===== config.mk =====
export PLATFORM = sky130hd
export DESIGN_NAME = mld_7_4_serial_encoder
export DESIGN_NICKNAME = d
export VERILOG_FILES = /design/src/rtl/mld_7_4_pkg.sv /design/src/rtl/mld_7_4_parity_lfsr.sv /design/src/rtl/mld_7_4_serial_encoder.sv
export SDC_FILE = /design/constraint.sdc
export NUM_CORES = 1
export LEC_CHECK = 0
export ABC_CLOCK_PERIOD_IN_PS = 5130
export BUFFER_PORTS_ARGS = -buffer_cell sky130_fd_sc_hd__buf_2
export CELL_PAD_IN_SITES_DETAIL_PLACEMENT = 1
export CELL_PAD_IN_SITES_GLOBAL_PLACEMENT = 2
export CORE_MARGIN = 2
export CORE_UTILIZATION = 30
export DETAILED_ROUTE_END_ITERATION = 16
export PLACE_DENSITY_LB_ADDON = 0.1
export RECOVER_POWER = 25
export SKIP_CTS_REPAIR_TIMING = 1
export SLEW_MARGIN = 20
export SYNTH_ARGS = -nofsm -noshare
export SYNTH_HDL_FRONTEND = slang
export SYNTH_SLANG_ARGS = --single-unit
export TNS_END_PERCENT = 20

===== constraint.sdc =====
create_clock -name clk -period 5.13 [get_ports clk]
set_input_delay 0.2565 -clock clk [delete_from_list [all_inputs] [get_ports clk]]
set_output_delay 0.2565 -clock clk [all_outputs]
set_load 0.05 [all_outputs]

===== src/rtl/mld_7_4_pkg.sv =====
// Shared constants for the (7,4) cyclic-code encoder/decoder pair, g(x) = 1 + x + x^3.
// Latency: n/a (package only).
// Backpressure: n/a (package only).
package mld_7_4_pkg;

    localparam int N = 7;   // codeword length
    localparam int K = 4;   // message length
    localparam int R = 3;   // parity length, degree of g(x)

    // Coefficients of g(x), bit i = coefficient of x^i: x^3 + x + 1.
    localparam logic [3:0] GEN_POLY = 4'b1011;

    // Encoder sequencing states; the decoder's bench uses the same encoding.
    typedef enum logic [1:0] {
        IDLE = 2'd0,
        SEND = 2'd1,
        GAP  = 2'd2
    } state_t;

    // Parity register operating modes.
    localparam logic LFSR_DIVIDE = 1'b0;   // absorb a message bit, divide by g(x)
    localparam logic LFSR_UNLOAD = 1'b1;   // shift the remainder out, high-order first

endpackage


===== src/rtl/mld_7_4_parity_lfsr.sv =====
// Divide-by-g(x) parity register: absorbs message bits high-order first, then unloads the remainder.
// Latency: out_bit is the registered top stage; each enabled cycle advances one bit.
// Backpressure: none; the caller sequences en/mode, clear wins over en.
//
// Ports:
//   clk, reset       rising-edge clock, synchronous active-high reset
//   clear            zero the register (used at each accepted message)
//   en               advance one step this cycle
//   shift_in         message bit entering the divider (DIVIDE mode only)
//   mode             LFSR_DIVIDE / LFSR_UNLOAD
//   out_bit          current top stage r2
module mld_7_4_parity_lfsr
    import mld_7_4_pkg::*;
(
    input  logic clk,
    input  logic reset,
    input  logic clear,
    input  logic en,
    input  logic shift_in,
    input  logic mode,
    output logic out_bit
);

    logic [R-1:0] r_q;
    logic [R-1:0] r_d;
    logic         fb;

    // Premultiplying by x^R is implicit: the message enters at the top
    // stage, so after K steps the register holds x^3*m(x) mod g(x).
    always_comb begin
        r_d = r_q;
        fb  = shift_in ^ r_q[R-1];
        if (clear) begin
            r_d = '0;
        end else if (en) begin
            if (mode == LFSR_DIVIDE) begin
                r_d[0] = fb & GEN_POLY[0];
                for (int i = 1; i < R; i++) begin
                    r_d[i] = r_q[i-1] ^ (fb & GEN_POLY[i]);
                end
            end else begin
                r_d = {r_q[R-2:0], 1'b0};
            end
        end
    end

    always_ff @(posedge clk) begin
        if (reset) begin
            r_q <= '0;
        end else begin
            r_q <= r_d;
        end
    end

    assign out_bit = r_q[R-1];

endmodule


===== src/rtl/mld_7_4_serial_encoder.sv =====
// Systematic (7,4) cyclic encoder: takes a 4-bit message, emits v6..v0 serially with optional error injection.
// Latency: handshake at edge k -> load/serial_bit valid from edge k+1 to k+8, then GAP_CYCLES idle-load cycles.
// Backpressure: msg_ready only in IDLE (never during reset); msg_valid while busy is ignored.
//
// Ports:
//   clk, reset            rising-edge clock, synchronous active-high reset
//   msg_valid             msg_data / error_mask valid
//   msg_data[0:3]         message, msg_data[i] = m_i
//   error_mask[0:6]       bit i flips codeword bit v_i, captured at the handshake
//   msg_ready             encoder accepts a message this cycle
//   load                  high for exactly 7 cycles per codeword, qualifies serial_bit
//   serial_bit            codeword bit, v6 first
//   busy                  high while sending or in the post-codeword gap
module mld_7_4_serial_encoder
    import mld_7_4_pkg::*;
#(
    parameter int unsigned GAP_CYCLES = 7   // legal range 0..15
) (
    input  logic       clk,
    input  logic       reset,
    input  logic       msg_valid,
    input  logic [0:3] msg_data,
    input  logic [0:6] error_mask,
    output logic       msg_ready,
    output logic       load,
    output logic       serial_bit,
    output logic       busy
);

    localparam logic [3:0] GAP_LAST = (GAP_CYCLES == 0) ? 4'd0 : 4'(GAP_CYCLES - 1);

    state_t     state_q, state_d;
    logic [2:0] bit_cnt_q, bit_cnt_d;
    logic [3:0] gap_cnt_q, gap_cnt_d;
    logic [0:3] msg_q;
    logic [0:6] mask_q;
    logic       load_q, load_d;
    logic       serial_q, serial_d;

    logic       accept;
    logic       last_bit;
    logic       gap_done;
    logic [1:0] midx;       // message bit sent at this count: m3..m0
    logic [2:0] vidx;       // codeword bit sent at this count: v6..v0
    logic       lfsr_en;
    logic       lfsr_mode;
    logic       lfsr_in;
    logic       lfsr_out;

    assign msg_ready = !reset && (state_q == IDLE);
    assign accept    = msg_valid && msg_ready;
    assign last_bit  = (bit_cnt_q == 3'(N - 1));
    assign gap_done  = (gap_cnt_q == GAP_LAST);
    assign midx      = 2'd3 - bit_cnt_q[1:0];
    assign vidx      = 3'd6 - bit_cnt_q;

    // State and counters.
    always_ff @(posedge clk) begin
        if (reset) begin
            state_q   <= IDLE;
            bit_cnt_q <= '0;
            gap_cnt_q <= '0;
        end else begin
            state_q   <= state_d;
            bit_cnt_q <= bit_cnt_d;
            gap_cnt_q <= gap_cnt_d;
        end
    end

    // Next state.
    always_comb begin
        state_d   = state_q;
        bit_cnt_d = bit_cnt_q;
        gap_cnt_d = gap_cnt_q;
        unique case (state_q)
            IDLE: begin
                if (accept) begin
                    state_d   = SEND;
                    bit_cnt_d = '0;
                end
            end
            SEND: begin
                if (last_bit) begin
                    bit_cnt_d = '0;
                    gap_cnt_d = '0;
                    state_d   = (GAP_CYCLES == 0) ? IDLE : GAP;
                end else begin
                    bit_cnt_d = bit_cnt_q + 3'd1;
                end
            end
            GAP: begin
                if (gap_done) begin
                    gap_cnt_d = '0;
                    state_d   = IDLE;
                end else begin
                    gap_cnt_d = gap_cnt_q + 4'd1;
                end
            end
            default: begin
                state_d = IDLE;
            end
        endcase
    end

    // Outputs: the first K counts pass message bits straight through while
    // the divider absorbs them; the last R counts unload the remainder.
    always_comb begin
        load_d    = 1'b0;
        serial_d  = 1'b0;
        lfsr_en   = 1'b0;
        lfsr_mode = LFSR_DIVIDE;
        lfsr_in   = 1'b0;
        if (state_q == SEND) begin
            load_d  = 1'b1;
            lfsr_en = 1'b1;
            if (bit_cnt_q < 3'(K)) begin
                lfsr_in  = msg_q[midx];
                serial_d = msg_q[midx] ^ mask_q[vidx];
            end else begin
                lfsr_mode = LFSR_UNLOAD;
                serial_d  = lfsr_out ^ mask_q[vidx];
            end
        end
    end

    // Message and mask are frozen for the whole codeword.
    always_ff @(posedge clk) begin
        if (reset) begin
            msg_q  <= '0;
            mask_q <= '0;
        end else if (accept) begin
            msg_q  <= msg_data;
            mask_q <= error_mask;
        end
    end

    always_ff @(posedge clk) begin
        if (reset) begin
            load_q   <= 1'b0;
            serial_q <= 1'b0;
        end else begin
            load_q   <= load_d;
            serial_q <= serial_d;
        end
    end

    mld_7_4_parity_lfsr u_parity (
        .clk      (clk),
        .reset    (reset),
        .clear    (accept),
        .en       (lfsr_en),
        .shift_in (lfsr_in),
        .mode     (lfsr_mode),
        .out_bit  (lfsr_out)
    );

    assign load       = load_q;
    assign serial_bit = serial_q;
    assign busy       = (state_q != IDLE);

endmodule


== After elaboration in Yosys (flattened, before gate mapping) ==
Index checks and enable logic that the tools add are counted.

* Register bits: 25
* Bits of input ports: 14
* Output and inout bits: 4
* Word-level logic and storage cells: 64

* $add $sub $neg: 4
* Magnitude comparators: 3
* Equality and inequality tests: 7
* Mux-type cells: 23
* Bitwise gates (word level): 7
* Reduce and logical (&&, ||, !) cells: 12

{| class="wikitable"
|+ Operators with widths
! kind !! count
|-
| 1-bit two-way mux || 10
|-
| 2-bit two-way mux || 4
|-
| 4-bit two-way mux || 2
|-
| 4-bit one-hot mux with 2 select lines || 1
|-
| 3-bit two-way mux || 2
|-
| 2-bit != test (second input constant) || 3
|-
| 2-bit one-hot mux with 3 select lines || 1
|-
| 3-bit one-hot mux with 2 select lines || 1
|-
| 2-bit nonzero test || 3
|-
| 4-bit by 1-bit adder with 4-bit output (second input constant) || 1
|-
| 4-bit by 3-bit == test with 1-bit output (second input constant) || 1
|-
| 4-bit greater-or-equal comparator (second input constant) || 1
|-
| 3-bit inverter with 4-bit output || 1
|-
| 2-bit AND reduction || 2
|-
| 2-bit OR reduction || 2
|-
| 1-bit bitwise XOR || 4
|-
| 3-bit by 1-bit adder with 3-bit output (second input constant) || 1
|-
| 1-bit binary-select mux with 3-bit select || 1
|-
| 3-bit == test (second input constant) || 1
|-
| 3-bit greater-or-equal comparator (second input constant) || 1
|-
| 3-bit < comparator (second input constant) || 1
|-
| 2-bit inverter with 3-bit output || 1
|-
| 3-bit AND reduction || 1
|-
| 3-bit subtractor (first input constant) || 1
|-
| 8 further kinds || 9
|}

== Depth between registers and ports, before layout ==
* Depth in word-level cells: 10
* Depth in mapped cells: 7
* Mapped depth without buffers: 7

== Modules after synthesis ==
Synthesis repeated with hierarchy kept, for this count alone.

* Cell total of the unflattened synthesis: 141
* Area, all modules: 1271.2 µm²

{| class="wikitable"
|+ By module, submodules not included
! module !! instances !! cells each !! area an instance (µm²) !! seq. area each (µm²)
|-
| mld_7_4_serial_encoder || 1 || 126 || 1133.6 || 440.4
|-
| mld_7_4_parity_lfsr || 1 || 15 || 137.6 || 60.1
|}

== Worst setup path after synthesis ==
Ideal clock, no wire load.

* Kind: register to register
* Start point: register state_q[0]
* End point: register mask_q[0] (netlist bit)
* Library setup time: 0.129 ns
* Data arrival time: 2.301 ns
* Data required time: 5.001 ns
* Setup slack: 2.700 ns
* Cell stages (with the launch flop): 6
* Buffers on the path: 2
* Clock period less this slack: 2.430 ns
* Path through: dfxtp_1 -> nor3_1 -> and2_1 -> clkbuf_1 -> clkbuf_1 -> o21ai_0

* Cells in the longest elaborated chain, start to end: 3

{| class="wikitable"
|+ RTL lines
! what !! line !! RTL
|-
| from (decl) || mld_7_4_serial_encoder.sv:32 || <nowiki>state_t state_q, state_d;</nowiki>
|-
| from (signal assigned) || mld_7_4_serial_encoder.sv:64 || <nowiki>state_q <= state_d;</nowiki>
|-
| 2-bit zero test || mld_7_4_serial_encoder.sv:50 || <nowiki>assign msg_ready = !reset && (state_q == IDLE);</nowiki>
|-
| 1-bit logical AND || mld_7_4_serial_encoder.sv:50 ||
|-
| via msg_ready || mld_7_4_serial_encoder.sv:24 || <nowiki>output logic msg_ready,</nowiki>
|-
| 1-bit logical AND || mld_7_4_serial_encoder.sv:51 || <nowiki>assign accept = msg_valid && msg_ready;</nowiki>
|-
| to (signal assigned) || mld_7_4_serial_encoder.sv:133 || <nowiki>mask_q <= error_mask;</nowiki>
|-
| to (decl) || mld_7_4_serial_encoder.sv:36 || <nowiki>logic [0:6] mask_q;</nowiki>
|}

The timed path passes the listed nets, and every way through them passes these cells.
A chain may end at the register's enable or synchronous reset.

== Worst setup path in the final report ==
* Start point: register bit_cnt_q[0]
* End point: register serial_q (netlist: serial_bit)

* Cells in the longest elaborated chain, start to end: 7
* Elaborated cells between the ends (all ways): 14
* Classes of those cells: add/sub: 2; order compare: 1; mux: 7; bitwise: 4

{| class="wikitable"
|+ RTL lines
! what !! line !! RTL
|-
| from (decl) || mld_7_4_serial_encoder.sv:33 || <nowiki>logic [2:0] bit_cnt_q, bit_cnt_d;</nowiki>
|-
| from (signal assigned) || mld_7_4_serial_encoder.sv:65 || <nowiki>bit_cnt_q <= bit_cnt_d;</nowiki>
|-
| 3-bit subtractor or 2-bit subtractor (tied branches) || mld_7_4_serial_encoder.sv:55, mld_7_4_serial_encoder.sv:54 ||
|-
| 3-bit inverter with 4-bit output (implied by the code) or 2-bit inverter with 3-bit output (tied branches) || mld_7_4_serial_encoder.sv:118, mld_7_4_serial_encoder.sv:121 ||
|-
| 1-bit binary-select mux with 3-bit select or 1-bit binary-select mux with 2-bit select (tied branches) || mld_7_4_serial_encoder.sv:118, mld_7_4_serial_encoder.sv:121 ||
|-
| 1-bit two-way mux (on tied branches) (2 in a row) || mld_7_4_serial_encoder.sv:118, mld_7_4_serial_encoder.sv:121 ||
|-
| 1-bit bitwise XOR (on tied branches) || mld_7_4_serial_encoder.sv:121, mld_7_4_serial_encoder.sv:118 ||
|-
| 1-bit two-way mux * || mld_7_4_serial_encoder.sv:116 || <nowiki>if (bit_cnt_q < 3'(K)) begin</nowiki>
|-
| to (signal assigned) || mld_7_4_serial_encoder.sv:143 || <nowiki>serial_q <= serial_d;</nowiki>
|-
| to (decl) || mld_7_4_serial_encoder.sv:38 || <nowiki>logic serial_q, serial_d;</nowiki>
|}

Mark *: on every way between the ends. The rest lies on a longest branch, timed or not. The select of a mux whose other input is x is not followed.

==> metrics.cfg <==
[critical_path]
cp-end-kind = flip-flop
worst-endpoint-required_ns = 5.28
regToRegEndpoint = serial_bit$_SDFF_PP0_
arrival_ns = 2.11
crit_type = reg -> reg
reg2reg_slack_ns = 3.17
reg2reg_depth = 6
cp-start-kind = flip-flop
critPathMaxFanout = 6
r2r_start = bit_cnt_q[0]$_SDFFE_PP0P_

[logic_synthesis]
synth_area_sq_mm = 0.00118
netlist.area_leader.share_pct = 42.3
yosysWarnings = 0
yosys.area.top_type = dfxtp_1
synth_cell_type_count = 26
synthTopCellsByArea = dfxtp_1, nand2b_1, o21ai_0
ys_ff_latch = 25
syn_avg_cell_area_sq_um = 8.70
ys_seq_area_share_pct = 42.3
synth_fp_nets = 155
syn_inst = 136

[clock_network]
cts_tree = yes
cts_buffers = 3
htreeDepth = 1
clock_sinks = 25
ctsLongestPathBuffers = 2
clock_latency_ns = 0.27
cts.clk_slew.worst_paths_ns = 0.09
root_buffer = clkbuf_8

[timing]
min_period_ns = 1.96
clock.fmax_ghz = 0.509
final.setup.tns_ns = 0
slew_headroom_pct = 43.2
hold_viol = 0
setup_violations = 0
fin_crit_sh_pct = 38.3
rsz0062_at_grt = false
final.setup.worst_slack_ns = 3.17
worst_pin_slew_ns = 0.852
fin_worst_skew_ns = 0.00763
slew_violations = 0
hold_ws_ns = 0.182

[floorplanning]
start_util_pct = 31.9
die_w_microns = 66.8
boundaryPins = 18
die-area_sq_mm = 0.00446
coreArea_sq_mm = 0.00372
core.rowCount = 22
die_h_microns = 66.8

[status]
status = finished, final reports clean

[route]
ant_nets = 0
wire_per_inst_microns = 11.6
vias = 934
first_pass_iters = 4
via_per_inst = 4.72
drtIter0Drc = 23
drc = 0
routed_wl_microns = 2300

[global_route]
grt_usage_pct = 12.7
overflow = 0
grt_max_degree = 28
grt_pass1_vias = 979
antenna_found_initial = 0
grt_first_pass_wirelength_microns = 4310

[min_path]
hold_depth = 3
min_from = error_mask[3]
hold_end = mask_q[3]$_SDFFE_PP0P_
hold_path_class = in -> reg

[finish]
final_cell_mix = dfxtp_1, o21ai_0, nand2b_1, buf_2, nand2_1
fin_area_sq_mm = 0.00134
layout.nets = 170
diodes = 0
mostFrequentLayoutCell = dfxtp_1
layout-drive-gt1-share_pct = 15.3
syn_to_final_growth_pct = 13.3
fill_cells = 454

[pwr]
p_per_area_mw_per_mm2 = 278
ir_drop_v = 0.000118
leakage_nw = 0.504

[placement]
numPortBuffers = 17
pre_cts_ws_ns = 3.10
detailed_place_hpwl_microns = 1670
gp_congestion = 0.675
placed_area_sq_mm = 0.00130

[run]
cap_viol_max_count = 0

==> per-stage QoR <==
stage | util, % | total power [mW] | cells
final | 36.1 | 0.373 | 198
after global routing | 36.1 | 0.399 | 198
after global placement | 35.0 | 0.263 | 194
after detailed placement | 35.0 | 0.265 | 194
after floorplan | - | 0.251 | 136
after CTS | 36.2 | 0.383 | 198
==> worst max-delay path: stages (launching register included) <==
cell and delay, ns:
dfxtp_1 0.39, ha_1 0.29, xnor2_2 0.29, mux2i_1 0.12, mux4_2 0.50, xnor2_1 0.20, nor3_1 0.06
==> cells by family (layout without fill, tap and decap cells) <==
| kind of cell | count (synthesis) | after routing | synth area share (%) |
|---|---|---|---|
| adders and majority gates | 5 | 5 | 5.29 |
| AOI/OAI and AO/OA | 28 | 28 | 13.0 |
| xor gates and xnor gates | 4 | 4 | 3.59 |
| DFF | 25 | 25 | 42.3 |
| muxes | 8 | 8 | 8.88 |
| buffers and inverters | 11 | 25 | 3.70 |
| and+or+nand+nor | 55 | 55 | 23.3 |
==> sequential cells by signal, summed over array words and instances (netlist names) <==
name,cells
bit_cnt_q,3
load,1
serial_bit,1
mask_q,7
msg_q,4
gap_cnt_q,4
state_q,2
u_parity.r_q,3
==> power by group <==
group / leakage, nW / switching (mW) / internal (mW) / total [mW]
combinational: 0.274 / 0.0285 / 0.0199 / 0.0484
sequential: 0.204 / 0.00656 / 0.204 / 0.210
clock: 0.0255 / 0.0605 / 0.0542 / 0.115
total: 0.504 / 0.0955 / 0.278 / 0.373
==> layer usage <==
metal / routed length (microns) / GRT usage [%]
met4: 22 / 5.36
met2: 1090 / 21.4
met3: 99 / 2.87
met1: 1090 / 15.4
met5: 0 / 0
==> synth_stat cells <==
master	instances
a2111oi_2	1
a211oi_1	1
a21oi_1	10
a31oi_1	1
and2_1	1
buf_1	1
buf_2	2
clkbuf_1	4
dfxtp_1	25
ha_1	5
inv_1	4
mux2i_1	6
mux4_2	2
nand2_1	12
nand2b_1	13
nand3_1	3
nand3b_1	1
nor2_1	10
nor2_2	1
nor2b_1	3
nor3_1	9
o21ai_0	15
or2_2	1
or3_1	1
xnor2_1	3
xnor2_2	1
==> how the worst max path moves through the flow <==
stage / startpoint / to / slack (ns) / cells after the start
floorplan: state_q[0]$_SDFFE_PP0P_ / mask_q[0]$_SDFFE_PP0P_ / 2.70 / 5
global route: state_q[1]$_SDFFE_PP0P_ / bit_cnt_q[2]$_SDFFE_PP0P_ / 3.04 / 5
detailed placement: reset / bit_cnt_q[2]$_SDFFE_PP0P_ / 3.10 / 6
CTS: bit_cnt_q[0]$_SDFFE_PP0P_ / serial_bit$_SDFF_PP0_ / 3.13 / 6
finish: bit_cnt_q[0]$_SDFFE_PP0P_ / serial_bit$_SDFF_PP0_ / 3.17 / 6
global placement: bit_cnt_q[0]$_SDFFE_PP0P_ / serial_bit$_SDFF_PP0_ / 3.14 / 6
==> cell type report <==
class                           instances  area (sq um)  share of cell area (%)
Multi-Input combinational cell        100           639                    47.7
Clock buffer                            3          41.3                    3.08
Timing Repair Buffer                   17          80.1                    5.97
Inverter                                4          15.0                    1.12
Tap cell                               48          60.1                    4.48
Clock inverter                          1          5.00                   0.373
Sequential cell                        25           500                    37.3
Power figures use the tool's default switching activity.
